--- config.mk ---
export PLATFORM = sky130hd
export DESIGN_NAME = banco_de_registros_multipuerto
export DESIGN_NICKNAME = d
export VERILOG_FILES = /design/src/rtl/banco_de_registros_multipuerto.sv
export SDC_FILE = /design/constraint.sdc
export NUM_CORES = 1
export LEC_CHECK = 0
export ABC_AREA = 1
export BUFFER_PORTS_ARGS = -buffer_cell sky130_fd_sc_hd__buf_2
export CORE_ASPECT_RATIO = 1.5
export CORE_MARGIN = 5
export CORE_UTILIZATION = 41
export CTS_BUF_LIST = sky130_fd_sc_hd__clkbuf_16
export DETAILED_ROUTE_END_ITERATION = 12
export PLACE_DENSITY = 0.59
export SLEW_MARGIN = 20
export SYNTH_ARGS = -nofsm -noshare
export SYNTH_HDL_FRONTEND = slang
export SYNTH_SLANG_ARGS = --single-unit
--- constraint.sdc ---
create_clock -name clk -period 1.9 [get_ports clk]
set_clock_uncertainty 0.05 [all_clocks]
set_input_delay 0.19 -clock clk [delete_from_list [all_inputs] [get_ports clk]]
set_output_delay 0.19 -clock clk [all_outputs]
set_load 0.005 [all_outputs]
--- src/rtl/banco_de_registros_multipuerto.sv ---
// ---------------------------------------------------------------------------
// banco_de_registros_multipuerto
//
// Parametrised multiport register file: N registers of W bits, two write
// ports (B has priority over A on the same address), two read ports with
// write-through bypass, optional hardwired-zero register 0, optional
// one-cycle registered read, and a per-register pending scoreboard that lets
// a sequencer reserve a destination and stall readers until it is written.
//
// Ports:
//   clk        system clock, all state updates on the rising edge
//   rst        synchronous active-high reset
//   we_a       write enable, port A
//   addr_wa    write address, port A
//   data_wa    write data, port A
//   we_b       write enable, port B (wins over A on the same address)
//   addr_wb    write address, port B
//   data_wb    write data, port B
//   addr_rs1   read address 1
//   addr_rs2   read address 2
//   rsv_valid  reserve request: mark rsv_addr pending
//   rsv_addr   register to reserve
//   rs1, rs2   read data
//   busy_rs1   register at addr_rs1 is pending
//   busy_rs2   register at addr_rs2 is pending
// ---------------------------------------------------------------------------
module banco_de_registros_multipuerto #(
    parameter int N        = 8,
    parameter int W        = 4,
    parameter int ADDR_W   = 5,
    parameter int ZERO_REG = 1,
    parameter int READ_REG = 0
) (
    input  logic              clk,
    input  logic              rst,
    input  logic              we_a,
    input  logic [ADDR_W-1:0] addr_wa,
    input  logic [W-1:0]      data_wa,
    input  logic              we_b,
    input  logic [ADDR_W-1:0] addr_wb,
    input  logic [W-1:0]      data_wb,
    input  logic [ADDR_W-1:0] addr_rs1,
    input  logic [ADDR_W-1:0] addr_rs2,
    input  logic              rsv_valid,
    input  logic [ADDR_W-1:0] rsv_addr,
    output logic [W-1:0]      rs1,
    output logic [W-1:0]      rs2,
    output logic              busy_rs1,
    output logic              busy_rs2
);

    localparam int IDX_W = $clog2(N);

    // One extra bit so that N itself (e.g. 32 with ADDR_W=5) is representable.
    localparam logic [ADDR_W:0] N_EXT = (ADDR_W + 1)'(N);

    typedef struct packed {
        logic         busy;
        logic [W-1:0] data;
    } rd_t;

    logic [W-1:0]     regs [N];
    logic [N-1:0]     pending;
    logic [N-1:0]     next_pending;
    logic             active_a;
    logic             active_b;
    logic             rsv_active;
    logic [IDX_W-1:0] wa_idx;
    logic [IDX_W-1:0] wb_idx;
    logic [IDX_W-1:0] rsv_idx;
    rd_t              rd1;
    rd_t              rd2;

    // The full address is compared, so out-of-range addresses never alias
    // onto a real register through their low bits.
    function automatic logic in_range(input logic [ADDR_W-1:0] addr);
        return ({1'b0, addr} < N_EXT);
    endfunction

    function automatic logic is_zero_reg(input logic [ADDR_W-1:0] addr);
        return (ZERO_REG != 0) && (addr == '0);
    endfunction

    // A port only counts as active when its target is a real, writable register.
    always_comb begin
        active_a   = we_a && in_range(addr_wa) && !is_zero_reg(addr_wa);
        active_b   = we_b && in_range(addr_wb) && !is_zero_reg(addr_wb);
        rsv_active = rsv_valid && in_range(rsv_addr) && !is_zero_reg(rsv_addr);
        wa_idx     = addr_wa[IDX_W-1:0];
        wb_idx     = addr_wb[IDX_W-1:0];
        rsv_idx    = rsv_addr[IDX_W-1:0];
    end

    // Storage update. Port B is written after port A so that it wins when
    // both target the same register.
    always_ff @(posedge clk) begin
        if (rst) begin
            for (int i = 0; i < N; i++) begin
                regs[i] <= '0;
            end
        end else begin
            if (active_a) begin
                regs[wa_idx] <= data_wa;
            end
            if (active_b) begin
                regs[wb_idx] <= data_wb;
            end
        end
    end

    // Completing writes clear pending; a reservation applied last wins, since
    // a new producer supersedes the one completing in the same cycle.
    always_comb begin
        next_pending = pending;
        if (active_a) begin
            next_pending[wa_idx] = 1'b0;
        end
        if (active_b) begin
            next_pending[wb_idx] = 1'b0;
        end
        if (rsv_active) begin
            next_pending[rsv_idx] = 1'b1;
        end
    end

    always_ff @(posedge clk) begin
        if (rst) begin
            pending <= '0;
        end else begin
            pending <= next_pending;
        end
    end

    // Read lookup with write-through bypass. A write landing this cycle both
    // forwards its data and drops the busy flag, so a waiting reader can
    // proceed in the same cycle the producer completes.
    function automatic rd_t lookup(input logic [ADDR_W-1:0] addr);
        rd_t              r;
        logic [IDX_W-1:0] idx;
        logic             hit_a;
        logic             hit_b;
        r     = '0;
        idx   = addr[IDX_W-1:0];
        hit_a = active_a && (addr == addr_wa);
        hit_b = active_b && (addr == addr_wb);
        if (in_range(addr) && !is_zero_reg(addr)) begin
            if (hit_b) begin
                r.data = data_wb;
            end else if (hit_a) begin
                r.data = data_wa;
            end else begin
                r.data = regs[idx];
            end
            r.busy = pending[idx] && !hit_a && !hit_b;
        end
        return r;
    endfunction

    always_comb begin
        rd1 = lookup(addr_rs1);
        rd2 = lookup(addr_rs2);
    end

    // Data and busy go through the same stage so they always stay aligned.
    if (READ_REG != 0) begin : g_reg_read
        always_ff @(posedge clk) begin
            if (rst) begin
                rs1      <= '0;
                rs2      <= '0;
                busy_rs1 <= 1'b0;
                busy_rs2 <= 1'b0;
            end else begin
                rs1      <= rd1.data;
                rs2      <= rd2.data;
                busy_rs1 <= rd1.busy;
                busy_rs2 <= rd2.busy;
            end
        end
    end else begin : g_comb_read
        always_comb begin
            rs1      = rd1.data;
            rs2      = rd2.data;
            busy_rs1 = rd1.busy;
            busy_rs2 = rd2.busy;
        end
    end

endmodule

---- Word level (Yosys, flattened, before mapping) ----
Memory sizes are Yosys's and may differ from the RTL's.
Cells that the tools add are included.
W data, S select, Z words.
operators by class
  reduce and logical (&&, ||, !) cells .... 35
  magnitude comparators ................... 13
  mux-type cells .......................... 33
  bitwise gates (word level) .............. 5
  equality and inequality tests ........... 4
operators with widths
  kind                  count
  $logic_not A5 Y1      5
  $lt A5 B4 Y1 const B  5
  $mux W4               6
  $mux W8               3
  $eq A5 B5 Y1          4
  $lt A3 B4 Y1 const B  5
  $logic_and A1 B1 Y1   19
  $and A8 B8 Y8         2
  $not A8 Y8            2
  $mux W1               15
  $mux W5               2
  $demux W1 S3          3
  $ge A3 B1 Y1 const B  3
  $logic_not A1 Y1      9
  $or A8 B8 Y8          1
  $reduce_or A4 Y1      2
  $bmux W1 S3           2
  $mux W3               2
storage, ports and cells
  bits of input ports ..................... 38
  memories ................................ 1
  output and inout port bits .............. 10
  RAM bits ................................ 32
  register bits after elaboration ......... 8
memories
  memory  depth  width  rd ports  clocked after Yosys merged registers in  wr ports  RTL line  RTL
  regs    8      4      2         0                                        8         62        logic [W-1:0] regs [N];

---- Longest topological paths before layout ----
  depth after elaboration ................. 11
  gate-level depth with buffers ........... 11
  mapped depth without buffers ............ 10

---- Worst setup path before layout ----
OpenSTA, ideal clock, no wires.
  path kind ............................... input -> register
  start point ............................. in addr_wb[2]
  end point ............................... mem regs[2][2], data pin
  slack ................................... 586 ps
  arrival time ............................ 998 ps
  stages on the path ...................... 7
  cells stage by stage .................... buf_2 -> inv_1 -> nand2_1 -> nor4_1 -> nor2_1 -> nand2_1 -> o22ai_1
RTL lines
  item         RTL line  RTL
  from (decl)  40        input logic [ADDR_W-1:0] addr_wb,
  to (decl)    62

---- Worst setup path after layout ----
  start point ............................. in addr_rs1[1]
  end point ............................... out rs1[2]
on the way
  word-level cells in the longest chain between the ends .. 5
ends and longest elaborated chain
  item                                                   RTL line  RTL
  from (decl)                                            42        input logic [ADDR_W-1:0] addr_rs1,
  branches (longest 4 deep; another with $mem_v2 Z8 W4)  --
  $mux W5 *                                              146       if (in_range(addr) && !is_zero_reg(addr)) begin
  to (decl)                                              46        output logic [W-1:0] rs1,
Every way passes the cells marked *.

==> summary.md <==
| Metric | Value |
|---|---|
| Seq/Total Area, Yosys | a little over a third |
| Pin count of the biggest net entering global routing | 23 |
| Fmax | around 570 MHz |
| Setup CP Type | primary input to output port |
| Multi-input gate area | ~0.0018 mm^2 |
| Die X | between 80 and 90 um |
| Netlist cell types | 35 |
| Initial Utilization | about two fifths |
| Status | completed |
| Core area | between 0.007 and 0.008 mm^2 |
| Later-pin clock latency in the skew report | 0.28 ns |
| Synthesized area per cell | about 6.8 um^2 |
| Slowest cell delay on critical path | 0.34 ns |
| Most frequent cells in the layout | nand2_1 (115), nor2_1 (61), nand3_1 (47), buf_2 (47), inv_1 (38) |
| DR vias/cell | approximately 5.6 |
| Sw Pwr | between 0.7 and 0.8 mW |
| TNS Setup | 0 ns |
| Max Cap Viol | 0 |
| Cell area after synthesis | 0.00316 mm^2 |
| RSZ-0062 raised after global routing | no |
| Total Wirelength | approximately 11 mm |
| Int Power | around 1.8 mW |
| GRT overflow | 0 |
| Depth of the CTS H-tree | 2 |
| Gate power share | 20.1% |
| Crit path max fanout | 11 |
| Initial antenna violation count | 0 |
| DR pass1 iterations | 6 |
| DR iter-0 viols | ~270 |
| # port buffers | 47 |
| Die Footprint | 0.00961 mm^2 |
| Worst endpoint required time | around 1.7 ns |
| Sequential cell area | roughly 0.0011 mm^2 |
| Startpoint type of the worst setup path | primary input |
| Register bit total from synthesis | 40 |
| TritonCTS Buffers | 5 |
| Worst min path class | primary input to register |
| DRC | 0 |
| DR vias | roughly 3,500 |
| GPL Wtd Cong | 0.899 |
| Crit path buffers/inverters | 3 |
| First-pass GRT wire length | 16.7 mm |
| Max VDD drop | 0.310 mV |
| Post-route ant nets | 0 |
| Synth area leader | edfxtp_1 |
| Hold_ws | 0.0959 ns |
| Final setup vio count | 0 |
| Synth area leaders | edfxtp_1 (30%), nand2_1 (14%), nand3_1 (7.4%) |
| Max-slew violation count | 0 |
| Layout filler cell count | approximately 770 |
| Leading cell type in the layout, fill and taps excluded | nand2_1 |
| Routed WL per cell | ~17 um |
| Most frequent CP cell | nand2_1 |
| Synthesized instance count | between 400 and 500 |
| Delay-heaviest family, CP | simple AND/OR/NAND/NOR gates |
| Layout net count | about 550 |
| Top cell type's share of synthesized area | 30.4% |
| Max Buffers Root-to-Sink | 2 |
| Hold violation count in the final report | 0 |
| Setup Fix Bufs, Post-CTS | 0 |
| CP endpoint kind | output port |
| Layout cells sized above 1 | between 10% and 20% |
| Net Sw Frac | 28.5% |
| Lkg Pwr | 1.60 nW |
| Boundary Pins | 48 |
| Clock transition at path regs | 0.06 ns |
| Critical-path top delay cell | inv_1 |
| Share of power burned in registers | between 40% and 50% |
| Root buf cell | clkbuf_16 |
| Final period utilization | 92.4% |
| Clock power share | between 30% and 40% |
| Synth warnings | 0 |
| TritonCTS clock tree | yes |
| Vias in the first global route | approximately 3,300 |
| Crit path time final | 1.75 ns |
| Die height | roughly 120 um |
| P per Cell Area | 670 mW/mm^2 |
| Rows | 39 |
| GRT Util Overall | roughly 23% |
| Post-DP HPWL | ~8.4 mm |
| Diodes inserted | 0 |
| Crit path DAT | 1.51 ns |
| Clock sinks | 40 |
| Area growth syn-to-layout | 17.6% |
| CP cell instances | buf_2, inv_1, nand2_1, nand2_1, nand2_1, nor2_2, nand2_4, nand2_1, nor2_1, nor2_1, nor2_1, buf_2 |
-- worst register-to-register path: cells and delay by family, from the launching register on --
family             cells  cell delay, ns
AOI/OAI and AO/OA      1            0.10
DFF                    1            0.36
and+or+nand+nor        1            0.10
-- per-layer routing --
layer	vias up	part of all wire [%]	routed length, um	global-route usage [%]
met4	0	4.0	430	11.3
li1	1658	-	-	-
met3	34	5.8	626	2.60
met5	-	0	0	0
met1	1610	38	4060	27.0
met2	163	52	5630	39.5
-- metrics by stage --
stage / util, % / instance area (um^2) / total power, mW / setup WS (ns) / instances
4_1_cts: 49.0 / 3710 / 2.49 / 0.0507 / 617
3_3_place_gp: 46.8 / 3540 / 1.53 / 0.158 / 609
6_report: 49.2 / 3720 / 2.49 / 0.145 / 617
2_1_floorplan: - / 3170 / 1.34 / 0.586 / 470
5_1_grt: 49.2 / 3720 / 2.58 / 0.00185 / 617
3_5_place_dp: 46.8 / 3540 / 1.53 / 0.134 / 609
-- flip-flops by register name (all words and copies together), names as in the netlist --
name	cells
pending	8
regs	32
-- logic make-up after synthesis --
logic type      after synthesis  synth area share (%)
compound gates               86                  15.1
other cells                   1                 0.119
buf+inv                      70                  9.49
xor+xnor                     14                  3.88
flops                        40                  35.4
simple gates                256                  36.0
-- power groups by stage --
stage	sequential [mW]	clock, mW	combinational (mW)
floorplan	1.03	0	0.309
global placement	1.04	0	0.490
detailed placement	1.04	0	0.493
CTS	1.02	0.974	0.495
global route	1.03	1.01	0.548
finish	1.02	0.973	0.501
-- path summary, 6_finish.rpt --
path,start,end,slack (ns),cells past startpoint
worst max-delay path,addr_rs1[1],rs1[2],0.15,12
worst min register to register,pending[0],pending[0],0.41,2
worst max register to register,pending[6],pending[6],1.22,2
worst min-delay path,rsv_addr[1],pending[1],0.1,2
-- cell type report --
class	count	area share, %
clock buffers	5	3.36
clock inverters	3	1.14
inverters	49	4.98
multi-input cells	360	47.4
flip-flops and latches	40	30.1
well taps	102	3.43
repair buffers	58	9.56
-- synthesized netlist by cell type --
master / number
nand2_1: 115
nor2_1: 61
nand3_1: 47
inv_1: 38
edfxtp_1: 32
o21ai_0: 29
o22ai_1: 22
o21ai_1: 15
a21oi_1: 13
xnor2_1: 12
buf_2: 11
nand4_1: 11
dfxtp_1: 8
inv_2: 8
buf_4: 6
clkbuf_1: 4
nor3_1: 4
o211ai_1: 4
nand2_2: 3
nor2_4: 3
clkinv_1: 2
nand2_4: 2
nand3_2: 2
nor2_2: 2
nor3_2: 2
xor2_1: 2
a21boi_1: 1
a21oi_2: 1
and3_1: 1
clkinv_2: 1
conb_1: 1
nor4_1: 1
o32ai_1: 1
or2_1: 1
or2_2: 1
-- what timing repair did --
action                     in CTS  in global routing
gates resized for setup         0                  4
setup endpoints to repair       0                  2
hold buffers                    0                  0
Power figures use the tool's default switching activity.
